===== src/rtl/room_path_monitor.sv =====
// Watches the room-navigation FSM state: reports room changes, counts visits,
// raises a dwell alarm and logs transitions into a small FWFT history FIFO.
module room_path_monitor #(
  parameter int DWELL_MAX  = 16,
  parameter int HIST_DEPTH = 4,
  parameter int CNT_W      = 8
) (
  input  logic             clk,
  input  logic             rst,
  input  logic [2:0]       state,
  output logic             trans_valid,
  output logic [2:0]       from_room,
  output logic [2:0]       to_room,
  input  logic [2:0]       cnt_sel,
  output logic [CNT_W-1:0] visit_cnt,
  output logic [7:0]       dwell,
  output logic             stuck,
  output logic             hist_valid,
  output logic [5:0]       hist_data,
  input  logic             hist_ready,
  output logic             hist_ovf,
  input  logic             clr_ovf
);

  localparam int PTR_W = $clog2(HIST_DEPTH);
  localparam logic [7:0] DWELL_TH = 8'(DWELL_MAX);

  typedef enum logic {WATCH, STUCK} alarm_t;

  function automatic logic [CNT_W-1:0] sat_inc_cnt(input logic [CNT_W-1:0] v);
    return (&v) ? v : v + 1'b1;
  endfunction

  function automatic logic [7:0] sat_inc_dwell(input logic [7:0] v);
    return (&v) ? v : v + 8'd1;
  endfunction

  logic [2:0]       prev_room;
  logic             trans_det;
  logic [7:0]       dwell_nxt;
  alarm_t           alarm_q, alarm_d;
  logic [CNT_W-1:0] cnt [8];

  logic [5:0]       mem [HIST_DEPTH];
  logic [PTR_W:0]   wr_ptr, rd_ptr;
  logic             fifo_empty, fifo_full, pop, push_ok, drop;

  assign trans_det = (state != prev_room);
  assign dwell_nxt = trans_det ? 8'd0 : sat_inc_dwell(dwell);

  // detect stage: change sampled this edge is presented one cycle later
  always_ff @(posedge clk or posedge rst) begin
    if (rst) begin
      prev_room   <= 3'd0;
      trans_valid <= 1'b0;
      from_room   <= 3'd0;
      to_room     <= 3'd0;
      dwell       <= 8'd0;
    end else begin
      prev_room   <= state;
      trans_valid <= trans_det;
      from_room   <= prev_room;
      to_room     <= state;
      dwell       <= dwell_nxt;
    end
  end

  always_ff @(posedge clk or posedge rst) begin
    if (rst) begin
      for (int i = 0; i < 8; i++) cnt[i] <= '0;
    end else if (trans_det) begin
      cnt[state] <= sat_inc_cnt(cnt[state]);
    end
  end

  assign visit_cnt = cnt[cnt_sel];

  always_ff @(posedge clk or posedge rst) begin
    if (rst) alarm_q <= WATCH;
    else     alarm_q <= alarm_d;
  end

  // A transition always wins over the threshold in the same cycle.
  always_comb begin
    alarm_d = alarm_q;
    stuck   = (alarm_q == STUCK);
    if (trans_det)
      alarm_d = WATCH;
    else if (alarm_q == WATCH && dwell_nxt >= DWELL_TH)
      alarm_d = STUCK;
  end

  assign fifo_empty = (wr_ptr == rd_ptr);
  assign fifo_full  = (wr_ptr[PTR_W] != rd_ptr[PTR_W]) &&
                      (wr_ptr[PTR_W-1:0] == rd_ptr[PTR_W-1:0]);
  assign pop        = !fifo_empty && hist_ready;
  assign push_ok    = trans_det && (!fifo_full || pop);
  assign drop       = trans_det && fifo_full && !pop;

  always_ff @(posedge clk or posedge rst) begin
    if (rst) begin
      wr_ptr   <= '0;
      rd_ptr   <= '0;
      hist_ovf <= 1'b0;
    end else begin
      if (push_ok) wr_ptr <= wr_ptr + 1'b1;
      if (pop)     rd_ptr <= rd_ptr + 1'b1;
      if (drop)         hist_ovf <= 1'b1;
      else if (clr_ovf) hist_ovf <= 1'b0;
    end
  end

  always_ff @(posedge clk) begin
    if (push_ok) mem[wr_ptr[PTR_W-1:0]] <= {prev_room, state};
  end

  // Head is masked while empty so stale storage never shows after reset.
  assign hist_valid = !fifo_empty;
  assign hist_data  = fifo_empty ? 6'd0 : mem[rd_ptr[PTR_W-1:0]];

endmodule


===== config.mk =====
export PLATFORM = sky130hd
export DESIGN_NAME = room_path_monitor
export DESIGN_NICKNAME = d
export VERILOG_FILES = /design/src/rtl/room_path_monitor.sv
export SDC_FILE = /design/constraint.sdc
export NUM_CORES = 1
export LEC_CHECK = 0
export BUFFER_PORTS_ARGS = -buffer_cell sky130_fd_sc_hd__buf_2
export CAP_MARGIN = 20
export CORE_MARGIN = 8
export CORE_UTILIZATION = 23
export CTS_CLUSTER_DIAMETER = 200
export DETAILED_ROUTE_END_ITERATION = 8
export HOLD_SLACK_MARGIN = 0.05
export SLEW_MARGIN = 20
export SYNTH_ARGS = -nofsm -noshare
export SYNTH_HDL_FRONTEND = slang
export SYNTH_SLANG_ARGS = --single-unit

===== constraint.sdc =====
create_clock -name clk -period 3.4 [get_ports clk]
set_input_delay 0.34 -clock clk [delete_from_list [all_inputs] [get_ports clk]]
set_output_delay 0.34 -clock clk [all_outputs]
set_load 0.03 [all_outputs]

# ---- Word-level counts from Yosys, hierarchy flattened
# Memory sizes are Yosys's and may differ from the RTL's.
# Index checks and enable logic that the tools add are counted.
dict set report totals {
  reg_bits 87
  ram_bits 24
  input_bits 10
  out_inout_bits 32
  n_memories 1
}
dict set report classes {
  add_sub_neg 4
  magnitude_cmp 4
  eq_ne 4
  muxes 19
  bitwise 3
  reduce_logical 15
}
# memory words word_bits read_ports rd_clocked_by_memory_dff wr line
set memory_table {}
lappend memory_table {mem 4 6 1 0 1 44} ;# logic [5:0] mem [HIST_DEPTH];
# op count
set op_table {}
lappend op_table {{$bwmux 64} 1}
lappend op_table {{$mux 8} 8}
lappend op_table {{$bmux 8 s3} 2}
lappend op_table {{$demux 8 s3} 1}
lappend op_table {{$add 8x1->8 const B} 2}
lappend op_table {{$reduce_and 8->1} 2}
lappend op_table {{$ge 4x4->1 const B} 2}
lappend op_table {{$ge 8x5->1 const B} 1}
lappend op_table {{$not 3->4} 2}
lappend op_table {{$logic_and 1x1->1} 7}
lappend op_table {{$add 3x1->3 const B} 2}
lappend op_table {{$mux 1} 6}
lappend op_table {{$mux 6} 1}
lappend op_table {{$lt 4x1->1 const B} 1}
lappend op_table {{$reduce_bool 2->1} 2}
lappend op_table {{$eq 3x3->1} 1}
lappend op_table {{$logic_not 1->1} 3}
lappend op_table {{$ne 3x3->1} 1}
lappend op_table {{$eq 2x2->1} 1}
lappend op_table {{$logic_or 1x1->1} 1}
lappend op_table {{$ne 1x1->1} 1}
lappend op_table {{$not 1->1} 1}

# ---- Longest topological paths before layout
# Gate-level depths: netlist of run 1.
dict set report logic_depth {
  depth_word 7
  ltp_mapped 11
}

# ---- Worst setup path before layout of run 1
# No wires, ideal clock.
dict set report synth_path {
  path_kind {input-to-output}
  from {input cnt_sel[0]}
  to {output visit_cnt[0]}
  arrival_time_ps 2169
  slack_ps 891
  path_stages 4
  n_path_buf 2
  cell_sequence {clkbuf_1 > buf_1 > mux4_2 > mux2_2}
}
dict set report synth_via {
  elab_chain_cells 4
}
# item line
set synth_rtl {}
lappend synth_rtl {{start: declaration} 14} ;# input logic [2:0] cnt_sel,
lappend synth_rtl {{$not 3->4 (not written as such)} 76} ;# assign visit_cnt = cnt[cnt_sel];
lappend synth_rtl {{$bmux 8 s3} 76}
lappend synth_rtl {{$mux 8 (not written as such) (2 in series)} 76}
lappend synth_rtl {{end: declaration} 15} ;# output logic [CNT_W-1:0] visit_cnt,
# Every way passes these cells. The select of a mux whose other input is x is not followed.

# ---- Worst setup path after layout of run 1
dict set report layout_path {
  from {register cnt[8] (netlist name)}
  to {register cnt[51] (netlist name)}
}
dict set report layout_via {
  elab_chain_cells 6
  word_cells_on_any_way 7
  classes_between {add/sub (1); mux (5); reduce/logical (1)}
}
# item line
set layout_rtl {}
lappend layout_rtl {{start: declaration} 42} ;# logic [CNT_W-1:0] cnt [8];
lappend layout_rtl {{start signal: indexed assignment} 72} ;# cnt[state] <= sat_inc_cnt(cnt[state]);
lappend layout_rtl {{$bmux 8 s3 (*)} 72}
lappend layout_rtl {{$mux 8 (not written as such) (*) (2 in series)} 72}
lappend layout_rtl {{$add 8x1->8 or $reduce_and 8->1 (tied branches)} 31} ;# return (&v) ? v : v + 1'b1;
lappend layout_rtl {{$mux 8 (*)} 31}
lappend layout_rtl {{$bwmux 64 (*)} 72}
# Mark *: on every way between the ends. The rest lies on a longest branch, timed or not. The select of a mux whose other input is x is not followed.
# A chain may end at the register's enable or synchronous reset.

==> flow_summary.toml, run 1 <==
[synth]
synth_nets = 534
ys.flop_type = "dfrtp_1"
ys_types = 58
synth_area_leaders = "dfrtp_1 36%, edfxtp_1 12%, mux4_2 9.7%"
synth-adder-area-share_pct = 1.458
yosysTopAreaCell = "dfrtp_1"
netlist.area_leader.share_pct = 36.23
synth-seq-area-share_pct = 48.23
synthXorXnorAreaFrac_pct = 2.041
synth_top_family_by_area = "multiplexers"
synth_most_common_cell = "dfrtp_1"
synth_commonest_cells = "87 x dfrtp_1, 81 x nand2_1, 39 x o31ai_1"
mappedNetlistArea_um2 = 6008
ys_ff_latch = 111
synth-simple-area-share_pct = 15.26
muxShareOfSynthArea_pct = 15.41
ys_async_sr_fraction_pct = 78.38
postSynthAreaPerCell_um2 = 11.62
synth-edff-count = 24
yosys_warnings = 0
synth_compound_area_share_pct = 14.01
syn_inst = 517

[placement]
dpl.hpwl_mm = 10.53
place_inst = 881
place_congestion = 0.7930
io_buffers = 41

[sta]
period_share_pct = 79.86
maxSlewViolCount = 0
setup_viol = 0
tightest_slew_ns = 0.8166
min_period_ns = 2.715
hold_ws_ns = 0.2145
skew_ns = 0.007410
maxSlewHeadroom_pct = 45.56
setup_tns_ns = 0
fmax_mhz = 368.3
hold_viol_final = 0
rsz0062_at_grt = "false"

[floorplanning]
die_w_um = 177.6
initial_core_util_pct = 23.25
core_area_um2 = 25840
dieArea_um2 = 31550
num_rows = 59
die_h_um = 177.6
boundaryPins = 42

[detailed_routing]
drt_iter0_markers = 293
via_per_inst = 4.833
drt-total-wl_mm = 15.15
antenna_left = 0
wire_per_inst_um = 16.85
num_vias = 4345
drtPass1Iterations = 5
drc = 0

[setup_path]
startpoint_type = "flop"
cp_slowest_cell = "mux4_2"
r2r_slack_ns = 0.68
r2r_end = "cnt[51]"
path_class = "flop to flop"
crit_path_end_kind = "flop"
worst_ep_required_time_ns = 3.63
critical_path_arrival_ns = 2.94
cp_top_family = "multiplexers"
cpPeakStageDelay_ns = 0.50
path_max_fanout = 19
worstRegToRegCells = 9
critPathBufInv = 3
path_cells = "mux4_2 > mux2i_4 > inv_2 > ha_1 > inv_1 > nor2_1 > buf_4 > a311oi_4 > o21ai_1"
r2r_start = "cnt[8]"

[hold_path]
min_delay_path_depth = 2
hold_end = "hist_ovf"
hold_start = "hist_ready"
hold_path_class = "input pin to flop"

[pwr]
leakage_nw = 2.786
powerDensity_nw_per_um2 = 693.4
ir_drop_mv = 0.5656

[clock_tree]
ctsResizeCount = 0
cts_tree = "yes"
clockBufferDepth = 2
cts_setup_buffers = 0
postCtsHoldBufs = 0
cts_buffers = 9
clk-insertion-delay-late_ns = 0.36
ctsHtreeMaxLevel = 3
cts.clk_slew.worst_paths_ns = 0.08
clkSinkCount = 111
cts-root-buf = "clkbuf_16"

[global_route]
track_usage_pct = 9.690
antenna_found_initial = 0
grt_max_degree = 56
grt-ovfl-total = 0
grt_pass1_vias = 4156
grt_pass1_wl_mm = 23.97

[finish]
syn_to_final_growth_pct = 15.45
final_nets = 576
drive_gt1_share_pct = 25.18
final_cells = 899
fill_cells = 2704
finish.utilization_pct = 26.85
n_antenna_cell = 0

[flow_run]
drv_cap = 0

[run_status]
status = "finished clean"
## placed cells by master, fill, tap and decap left out, drive strengths merged, types with 2 or more instances in the layout
| cell | instances |
|---|---|
| a22oi | 4 |
| a311o | 8 |
| nor2b | 5 |
| mux4 | 26 |
| mux2 | 19 |
| a31oi | 3 |
| a21o | 2 |
| ha | 7 |
| o31ai | 40 |
| xor2 | 4 |
| o21ai | 19 |
| inv | 10 |
| clkinv | 4 |
| and4 | 3 |
| a211oi | 2 |
| and3 | 5 |
| mux2i | 11 |
| a221oi | 2 |
| a211o | 2 |
| nor4b | 2 |
| xnor2 | 10 |
| nand2 | 81 |
| a21oi | 5 |
| nand3 | 25 |
| a32oi | 2 |
| dfrtp | 87 |
| and2 | 13 |
| edfxtp | 24 |
| a2111oi | 3 |
| buf | 63 |
| nor2 | 23 |
| clkbuf | 9 |
| nand2b | 11 |
| a311oi | 2 |
| nand4 | 14 |
| nor3 | 4 |
## metal layers
layer  track usage [%]  vias to the layer above  share of wire [%]
met5                 0                        -                  0
met4             3.300                        0                1.5
met3             2.617                       23                6.7
met2             15.19                      124                 46
met1             12.71                     2170                 46
li1                  -                     2028                  -
## stage by stage
stage               instance area, um^2  power (mW)  setup slack [ns]
floorplan                          6008       3.312            0.8098
global placement                   6606       3.765            0.3454
detailed placement                 6606       3.793            0.3089
CTS                                6907       4.875            0.7003
global route                       6937       5.111            0.4942
finish                             6937       4.810            0.6848
## worst reg2reg max path, stage by stage (launching register included)
cell and delay, ns:
dfrtp_1 0.41, mux4_2 0.50, mux2i_4 0.29, inv_2 0.16, ha_1 0.22, inv_1 0.09
nor2_1 0.08, buf_4 0.21, a311oi_4 0.49, o21ai_1 0.14
## flip-flops by register name, indices dropped and copies added, names as in the netlist
signal and flops:
cnt 64, mem 24, dwell 8, from_room 3, prev_room 3, rd_ptr 3
wr_ptr 3, hist_ovf 1, stuck 1, trans_valid 1
## report_power, final
group	switching, mW	internal [mW]	leakage (nW)
registers	0.282	1.75	1.35
clock network	0.543	0.524	0.145
logic	1.01	0.703	1.29
total	1.83	2.98	2.79
## area by class of cell
class                   count  area (um^2)  share of cell area (%)
clock buffers               9        225.2                   3.247
inverters                   8        31.28                  0.4509
flip-flops and latches    111         2898                   41.77
clock inverters             7        75.07                   1.082
well taps                 335        419.2                   6.043
repair buffers             64        392.9                   5.664
multi-input cells         365         2895                   41.74
## how the worst max path moves through the flow
stage / startpoint / end / slack, ns / depth (start not counted)
detailed placement: state[2] / cnt[4] / 0.31 / 7
floorplan: rst / cnt[0] / 0.81 / 1
global route: state[2] / cnt[49] / 0.49 / 7
CTS: cnt[8] / cnt[51] / 0.70 / 9
global placement: state[2] / cnt[52] / 0.35 / 7
finish: cnt[8] / cnt[51] / 0.68 / 9
## cells by family (layout without fill, tap and decap cells)
logic type,Yosys count,after routing
multiplexers,56,56
buffers and inverters,41,88
AO/OA/AOI/OAI,100,100
XOR/XNOR,14,14
adder cells (fa/ha/maj),7,7
AND/OR/NAND/NOR,188,188
flip-flops,111,111
Power figures use the tool's default switching activity.
==> inputs of run 2 (changes only) <==
Settings changed: ABC_AREA set to 1.
Clock period 3.4 ns to 2.2 ns, I/O delays scaled along.
==> flow_summary.toml, run 2 <==
[clock_tree]
clkSinkCount = 111
cts-root-buf = "clkbuf_16"
clockBufferDepth = 2
ctsHtreeMaxLevel = 3
cts.clk_slew.worst_paths_ns = 0.08
cts_tree = "yes"
clk-insertion-delay-late_ns = 0.36
cts_buffers = 9

[synth]
synth_compound_area_share_pct = 12.21
synth_most_common_cell = "nand2_1"
netlist.area_leader.share_pct = 36.37
synth-adder-area-share_pct = 1.463
syn_inst = 768
synth_nets = 785
muxShareOfSynthArea_pct = 0.1881
synth-edff-count = 24
ys_ff_latch = 111
synth_top_family_by_area = "simple AND/OR/NAND/NOR gates"
yosys_warnings = 0
synthXorXnorAreaFrac_pct = 1.756
ys_types = 40
ys_async_sr_fraction_pct = 78.38
synth-seq-area-share_pct = 48.41
synth_area_leaders = "dfrtp_1 36%, nand2_1 18%, edfxtp_1 12%"
postSynthAreaPerCell_um2 = 7.794
mappedNetlistArea_um2 = 5986
synth_commonest_cells = "280 x nand2_1, 87 x dfrtp_1, 67 x inv_1"
ys.flop_type = "dfrtp_1"
synth-simple-area-share_pct = 28.05
yosysTopAreaCell = "dfrtp_1"

[setup_path]
startpoint_type = "flop"
cp_top_family = "simple AND/OR/NAND/NOR gates"
critPathBufInv = 2
path_class = "flop to flop"
cp_slowest_cell = "dfrtp_1"
cp_common_cell = "nand2_1"
path_cells = "inv_1 > nand2_1 > o211ai_1 > nand3_1 > nor2_2 > inv_1 > ha_1 > nand2_1 > nor2_2 > nand2_4 > nand3_2 > nand2_1 > nand2_1"
worst_ep_required_time_ns = 2.45
crit_path_end_kind = "flop"
cp.depth = 13
path_max_fanout = 8
r2r_slack_ns = 0.14
critical_path_arrival_ns = 2.30
worstRegToRegCells = 13
cpPeakStageDelay_ns = 0.38

[global_route]
grt-ovfl-total = 0
grt_max_degree = 36
grt_pass1_wl_mm = 28.03
antenna_found_initial = 0
track_usage_pct = 11.41
grt_pass1_vias = 5128

[placement]
dpl.hpwl_mm = 12.51
place_congestion = 0.8380
dp_slack_ns = -0.02346
io_buffers = 41

[floorplanning]
dieArea_um2 = 31440
boundaryPins = 42
die_w_um = 177.3
num_rows = 59
die_h_um = 177.3
initial_core_util_pct = 23.17
core_area_um2 = 25840

[pwr]
powerDensity_nw_per_um2 = 1010
leakage_nw = 3.495
ir_drop_mv = 0.9831

[sta]
hold_viol_final = 0
skew_ns = 0.009057
maxSlewViolCount = 0
period_share_pct = 93.55
fmax_mhz = 485.9
maxSlewHeadroom_pct = 55.48
setup_ws_ns = 0.1419
tightest_slew_ns = 0.6664
rsz0062_at_grt = "true"
min_period_ns = 2.058
setup_viol = 0

[finish]
multi_input_area_um2 = 2621
final_nets = 860
largest_register_ff_count = 64
syn_to_final_growth_pct = 19.77
final_common_cell = "nand2_1"
regArea_um2 = 2898
top_register = "cnt"
finish.utilization_pct = 27.75
fill_cells = 2826
n_antenna_cell = 0
drive_gt1_share_pct = 17.33
layout_common_cells = "280 x nand2_1, 87 x dfrtp_1, 66 x inv_1"

[detailed_routing]
via_per_inst = 4.467
num_vias = 5284
wire_per_inst_um = 14.77
drc = 0
drt_iter0_markers = 495
drtPass1Iterations = 7
antenna_left = 0
drt-total-wl_mm = 17.47

[hold_path]
min_delay_path_depth = 3
hold_path_class = "input pin to flop"

[flow_run]
drv_cap = 0

[run_status]
status = "finished clean"
run 2: cell count changes after synthesis, moves of 19 or more:
cell,change
o31ai_1,-38
nand2_1,+199
nor2_1,+32
mux4_2,-26
inv_1,+61
o21ai_1,+19
o21ai_0,+32
run 2: report_power, final:
| group | switching, mW | internal, mW |
|---|---|---|
| Clock | 0.812 | 0.787 |
| Sequential | 0.314 | 2.68 |
| Combinational | 1.76 | 0.882 |
run 2: final timing paths:
path / from / to
min reg2reg: cnt[63] / cnt[63]
max reg2reg: cnt[1] / cnt[37]
min in group asynchronous: rst / from_room[1]
max in group asynchronous: rst / cnt[7]
max: cnt[1] / cnt[37]
min: hist_ready / rd_ptr[2]
run 2: logic make-up (layout without fill, tap and decap cells):
kind of cell             Yosys count  in the layout
adder cells (fa/ha/maj)            7              7
multiplexers                       1              1
flip-flops                       111            111
AO/OA/AOI/OAI                    126            126
AND/OR/NAND/NOR                  402            402
XOR/XNOR                          12             12
buffers and inverters            109            189
run 2: metal layers:
layer	global-route usage, %	part of all wire (%)	routed length, um	vias up
li1	-	-	-	2622
met1	15.54	47	8192	2478
met2	17.30	44	7656	154
met3	2.532	6.3	1097	30
met4	4.481	3.0	522	0
met5	0	0	0	-
run 2: layout make-up:
type	count	share of cell area [%]
repair buffers	91	8.866
clock inverters	6	0.6981
inverters	82	4.415
multi-input cells	548	36.56
flip-flops and latches	111	40.42
well taps	335	5.846
clock buffers	10	3.194
run 2: timing repair:
action / 4_1_cts / 5_1_grt
setup buffers: 0 / 0
hold endpoints to repair: 26 / 0
gates resized for setup: 0 / 1
hold buffers: 2 / 0
endpoints found under the setup margin: 0 / 3
run 2: metrics by stage:
step           total power [mW]  hold WS (ns)   TNS, ns  cells  cell area [um^2]
2_1_floorplan             4.867        0.2514         0    768              5989
3_3_place_gp              5.659        0.3468         0   1165              6863
4_1_cts                   7.332        0.1569         0   1183              7162
3_5_place_dp              5.705        0.3579  -0.06425   1165              6863
5_1_grt                   7.767        0.1755  -0.01437   1183              7169
6_report                  7.242        0.1744         0   1183              7169
run 2: worst min-delay path, cell delays in order:
cell and delay [ns]:
buf_2 0.11, nand3_1 0.09, xnor2_1 0.07
